[src/rtl/ysyx_2022040010_wb_arbiter_pkg.sv]
// Shared register-file constants and write-back arbiter port encodings.
package ysyx_2022040010_wb_arbiter_pkg;

  localparam int RegNumLog2 = 5;
  localparam int RegBus     = 64;

  typedef logic [RegNumLog2-1:0] RegAddrBus;

  localparam logic WriteEnable  = 1'b1;
  localparam logic WriteDisable = 1'b0;

  typedef enum logic {
    WbPort0 = 1'b0,
    WbPort1 = 1'b1
  } wb_port_e;

  localparam int WbStarveDefault = 4;
  localparam int WbCntW          = 4;

endpackage

[src/rtl/ysyx_2022040010_wb_age_cnt.sv]
// Saturating wait counter for the low-priority write-back port.
// starved is decoded straight from the registered count, so it never depends on this cycle's grant.
module ysyx_2022040010_wb_age_cnt
  import ysyx_2022040010_wb_arbiter_pkg::*;
#(
  parameter int LIMIT = WbStarveDefault
) (
  input  logic clk,
  input  logic rst,
  input  logic valid,
  input  logic grant,
  output logic starved
);

  localparam logic [WbCntW-1:0] Lim = WbCntW'(LIMIT);

  logic [WbCntW-1:0] wait_cnt;

  always_ff @(posedge clk or negedge rst) begin
    if (!rst) begin
      wait_cnt <= '0;
    end else if (grant || !valid) begin
      wait_cnt <= '0;
    end else if (wait_cnt != Lim) begin
      wait_cnt <= wait_cnt + 1'b1;
    end
  end

  assign starved = (wait_cnt == Lim);

endmodule

[src/rtl/ysyx_2022040010_wb_arbiter.sv]
// Two-port register-file write-back arbiter: port 0 priority, registered we/waddr/wdata.
// Aging override for port 1 is built only when WB_ARB_AGING_EN is defined.
module ysyx_2022040010_wb_arbiter
  import ysyx_2022040010_wb_arbiter_pkg::*;
#(
  parameter int STARVE_LIMIT = WbStarveDefault,
  parameter int ADDR_W       = RegNumLog2,
  parameter int DATA_W       = RegBus
) (
  input  logic              clk,
  input  logic              rst,
  input  logic              valid0,
  input  logic [ADDR_W-1:0] addr0,
  input  logic [DATA_W-1:0] data0,
  output logic              ready0,
  input  logic              valid1,
  input  logic [ADDR_W-1:0] addr1,
  input  logic [DATA_W-1:0] data1,
  output logic              ready1,
  output logic              we,
  output logic [ADDR_W-1:0] waddr,
  output logic [DATA_W-1:0] wdata,
  output logic              starved
);

  if (STARVE_LIMIT < 1 || STARVE_LIMIT > 15) begin : g_bad_limit
    $error("STARVE_LIMIT must be within 1..15");
  end

  logic              grant0;
  logic              grant1;
  wb_port_e          sel;
  logic [ADDR_W-1:0] sel_addr;
  logic [DATA_W-1:0] sel_data;

`ifdef WB_ARB_AGING_EN
  ysyx_2022040010_wb_age_cnt #(
    .LIMIT(STARVE_LIMIT)
  ) u_age_cnt (
    .clk    (clk),
    .rst    (rst),
    .valid  (valid1),
    .grant  (grant1),
    .starved(starved)
  );
`else
  assign starved = 1'b0;
`endif

  // Grants are masked while reset is held so no request is acknowledged then.
  assign grant1 = rst && valid1 && (!valid0 || starved);
  assign grant0 = rst && valid0 && !grant1;
  assign ready0 = grant0;
  assign ready1 = grant1;

  assign sel      = grant1 ? WbPort1 : WbPort0;
  assign sel_addr = (sel == WbPort1) ? addr1 : addr0;
  assign sel_data = (sel == WbPort1) ? data1 : data0;

  // x0 writes are handshaked but never reach the regfile.
  always_ff @(posedge clk or negedge rst) begin
    if (!rst) begin
      we    <= WriteDisable;
      waddr <= '0;
      wdata <= '0;
    end else begin
      we <= ((grant0 || grant1) && (sel_addr != '0)) ? WriteEnable : WriteDisable;
      if (grant0 || grant1) begin
        waddr <= sel_addr;
        wdata <= sel_data;
      end
    end
  end

endmodule

[config.mk]
export PLATFORM = sky130hd
export DESIGN_NAME = ysyx_2022040010_wb_arbiter
export DESIGN_NICKNAME = d
export VERILOG_FILES = /design/src/rtl/ysyx_2022040010_wb_arbiter_pkg.sv /design/src/rtl/ysyx_2022040010_wb_age_cnt.sv /design/src/rtl/ysyx_2022040010_wb_arbiter.sv
export SDC_FILE = /design/constraint.sdc
export NUM_CORES = 1
export LEC_CHECK = 0
export BUFFER_PORTS_ARGS = -buffer_cell sky130_fd_sc_hd__buf_2
export CORE_ASPECT_RATIO = 1.5
export CORE_MARGIN = 4
export CORE_UTILIZATION = 42
export DETAILED_ROUTE_END_ITERATION = 6
export PLACE_DENSITY = 0.83
export SLEW_MARGIN = 20
export SYNTH_ARGS = -nofsm -noshare
export SYNTH_HDL_FRONTEND = slang
export SYNTH_SLANG_ARGS = --single-unit
[constraint.sdc]
create_clock -name clk -period 0.87 [get_ports clk]
set_input_delay 0.0435 -clock clk [delete_from_list [all_inputs] [get_ports clk]]
set_output_delay 0.0435 -clock clk [all_outputs]
set_load 0.02 [all_outputs]
### Word-level counts from Yosys, hierarchy flattened

Index checks and enable logic that the tools add are counted.

* flip-flop bits (word level): 70
* word-level logic and storage cells: 16
* bits of input ports: 142
* output and inout bits: 73

* mux-type cells: 4
* reduce and logical (&&, ||, !) cells: 9

Operators by type and width (number)
* $mux W64: 1
* $logic_and A1 B1 Y1: 5
* $mux W5: 1
* $reduce_bool A5 Y1: 1
* $logic_not A1 Y1: 2
* $mux W1: 2
* $logic_or A1 B1 Y1: 1

### Depth between registers and ports, before layout

* depth after elaboration: 7
* depth in mapped cells: 6

### Worst setup path before layout

Ideal clock, no wire load.

* path type: input port to flip-flop
* start point: in rst
* end point: reg wdata[42]
* setup time: 121 ps
* arrival: 775 ps
* stages: 5
* slack: -26 ps
* data required time: 749 ps
* cells stage by stage: buf_4 o21ai_2 buf_4 buf_4 a22o_1

* cells in the longest elaborated chain, start to end: 5
* elaborated cells between the ends (all ways): 8
* classes of those cells: mux (2); reduce/logical (6)

RTL lines
* start, declared: line ysyx_2022040010_wb_arbiter.sv:11 `input logic rst,`
* $logic_and A1 B1 Y1 (2 in series): line ysyx_2022040010_wb_arbiter.sv:51 `assign grant1 = rst && valid1 && (!valid0 || starved);`
* $logic_not A1 Y1: line ysyx_2022040010_wb_arbiter.sv:52 `assign grant0 = rst && valid0 && !grant1;`
* $logic_and A1 B1 Y1: line ysyx_2022040010_wb_arbiter.sv:52
* $logic_or A1 B1 Y1: line ysyx_2022040010_wb_arbiter.sv:68 `if (grant0 || grant1) begin`
* end signal, assigned: line ysyx_2022040010_wb_arbiter.sv:70 `wdata <= sel_data;`
* end, declared: line ysyx_2022040010_wb_arbiter.sv:22 `output logic [DATA_W-1:0] wdata,`

Parallel ways exist; a longest one is shown, timed or not.
A chain may end at the register's enable or synchronous reset.

### Final worst setup path

* start point: reg wdata[20]
* end point: out wdata[20]

No word-level cell between the ends.

==> flow_metrics.env <==
export IMPL_cts_tree="yes"
export IMPL_io_pins=215
export IMPL_period_needed_ns=0.944
export IMPL_vdd_ir_drop_max_mv=1.11
export IMPL_vias_per_cell=5.51
export IMPL_area_delta_synth_final_pct=73.2
export IMPL_synth_cell_type_count=14
export IMPL_dp_cells=548
export IMPL_overflow=0
export IMPL_grt_pass1_vias=3416
export IMPL_initial_core_util=0.439
export IMPL_rows=38
export IMPL_grt_use_total=0.245
export IMPL_nNetsFinal=650
export IMPL_cts_root_buffer="clkbuf_8"
export IMPL_worst_path_max_fanout=2
export IMPL_crit_path_end_kind="output port"
export IMPL_ant_nets=0
export IMPL_start_kind="register"
export IMPL_synth_seq_cells=70
export IMPL_r2r_slack_ns=0
export IMPL_hold_viol=12
export IMPL_drt_first_pass_iters=4
export IMPL_totalNegativeSetupSlack_ns=-3.63
export IMPL_maxCapViolCount=0
export IMPL_synth_area_um2=3240
export IMPL_numClockSinks=70
export IMPL_cpPeakStageDelay_ns=0.41
export IMPL_grt_pass1_wl_um=17000
export IMPL_cp_top_family="flip-flops"
export IMPL_cts_max_path_buffers=2
export IMPL_rr_worst_depth=2
export IMPL_synth_area_per_cell_um2=12.9
export IMPL_critPathRequiredTime_ns=0.83
export IMPL_antenna_found_initial=0
export IMPL_p_leak_nw=2.94
export IMPL_clock_latency_ns=0.34
export IMPL_clock_fmax_mhz=1060
export IMPL_path_cells="buf_6"
export IMPL_relSlewSlack=0.622
export IMPL_period_share=1.08
export IMPL_portBuffers=213
export IMPL_holdWs_ns=-0.125
export IMPL_cpMaxStageDelayCell="dfrtp_1"
export IMPL_grt_max_degree=39
export IMPL_setup_viol=72
export IMPL_cp_depth=1
export IMPL_netlist_instances=250
export IMPL_finalMaxSlewViolations=0
export IMPL_rsz0062_at_grt="yes"
export IMPL_fillCellCount=451
export IMPL_place_congestion=0.728
export IMPL_hp_class="in -> async"
export IMPL_powerDensity_nw_per_um2=1830
export IMPL_cp_num_buf_inv=1
export IMPL_tightest_slew_ns=0.567
export IMPL_drt_wirelength_per_cell_um=18.7
export IMPL_die_w_um=79.7
export IMPL_core_area_um2=7370
export IMPL_h_tree_depth=3
export IMPL_reg2reg_from="waddr[0]$_DFFE_PN0P_"
export IMPL_failed_checks="hold timing, setup timing"
export IMPL_syn_num_nets=392
export IMPL_cts_clk_slew_worst_paths_ns=0.08
export IMPL_seq_area_frac_synth=0.541
export IMPL_finalWorstSetupSlack_ns=-0.0736
export IMPL_drc=0
export IMPL_num_vias=3376
export IMPL_cts_hold_buf=6
export IMPL_num_antenna_cells=0
export IMPL_yosysWarnings=0
export IMPL_drive_above_1_share=0.567
export IMPL_fin_cells=613
export IMPL_arrival_ns=0.90
export IMPL_post_route_cell_area_um2=5610
export IMPL_postPlaceCellArea_um2=4450
export IMPL_cts_buffers=9
export IMPL_dpl_hpwl_um=7050
export IMPL_final_util=0.761
export IMPL_fin_worst_skew_ns=0
export IMPL_die_h_um=116
export IMPL_status="finished, violations left"
export IMPL_crit_type="reg -> out"
export IMPL_die_area_um2=9200
export IMPL_timing_rr_end="waddr[0]$_DFFE_PN0P_"
export IMPL_routed_wl_um=11500
export IMPL_dr_first_iter_drc_count=123
## cells in the final DEF (no fill, tap or decap)
cell type,instances
clkinv_4,2
o21ai_4,1
bufinv_16,2
or4_1,2
buf_12,6
buf_4,53
and2_1,2
clkinvlp_4,1
clkbuf_8,10
nor2b_4,1
bufbuf_16,2
o211ai_1,1
conb_1,1
buf_16,2
buf_2,139
dlymetal6s4s_1,2
o21ai_0,1
inv_6,1
buf_6,70
clkbuf_16,1
a22o_1,138
dfrtp_1,70
dlygate4sd3_1,4
nand2_1,1
## metrics by stage
stage	worst slack (ns)	power, mW
after floorplan	-0.0158	5.27
after global placement	-0.157	6.25
after detailed placement	-0.197	6.31
after CTS	-0.0919	10.2
after global routing	-0.119	10.7
final	-0.0736	10.2
## synthesized netlist by cell type (all sizes together)
master | count | area, um2
nand2 | 1 | 3.75
dfrtp | 70 | 1750
nor2b | 1 | 8.76
conb | 1 | 3.75
or4 | 2 | 15.0
a22o | 138 | 1210
o211ai | 1 | 7.51
clkbuf | 12 | 45.0
and2 | 2 | 12.5
buf | 20 | 166
o21ai | 2 | 13.8
## how the worst max path moves through the flow
| stage | startpoint | end |
|---|---|---|
| after global placement | addr1[3] | we$_DFF_PN0_ |
| after floorplan | addr1[3] | we$_DFF_PN0_ |
| after detailed placement | valid0 | wdata[51]$_DFFE_PN0P_ |
| after global routing | wdata[21]$_DFFE_PN0P_ | wdata[21] |
| after CTS | wdata[6]$_DFFE_PN0P_ | wdata[6] |
| final | wdata[20]$_DFFE_PN0P_ | wdata[20] |
## area by class of cell
| cell class | count | area [um2] | area share |
|---|---|---|---|
| Sequential cell | 70 | 1750 | 0.312 |
| Timing Repair Buffer | 279 | 2210 | 0.395 |
| Tap cell | 100 | 125 | 0.0223 |
| Clock buffer | 10 | 138 | 0.0245 |
| Clock inverter | 6 | 93.8 | 0.0167 |
| Multi-Input combinational cell | 148 | 1290 | 0.229 |
## per-layer routing
metal	wire [um]	GRT usage
met5	0	0
met1	4160	0.267
met2	6100	0.438
met4	356	0.122
met3	864	0.0622
## flip-flops by register name, indices dropped and copies added, names as in the netlist
register	count
waddr	5
we	1
wdata	64
## timing repair
item | in CTS | in global routing
setup buffers | 29 | 11
endpoints found under the hold margin | 39 | 12
resized for setup | 143 | 3
gates cloned | 3 | 1
endpoints found under the setup margin | 72 | 108
pin swaps | 0 | 0
## logic make-up (layout without fill, tap and decap cells)
| logic type | Yosys count | count (layout) | synth area share |
|---|---|---|---|
| compound gates | 141 | 141 | 0.380 |
| buf+inv | 32 | 295 | 0.0653 |
| simple gates | 6 | 6 | 0.0124 |
| other cells | 1 | 1 | 0.00116 |
| flops | 70 | 70 | 0.541 |
## power breakdown
part	switching, mW	internal, mW	leakage, nW
combinational	1.43	1.89	1.96
sequential	0.314	3.66	0.868
clock	1.24	1.71	0.113
Note: power is estimated with default switching activity, not from simulation.
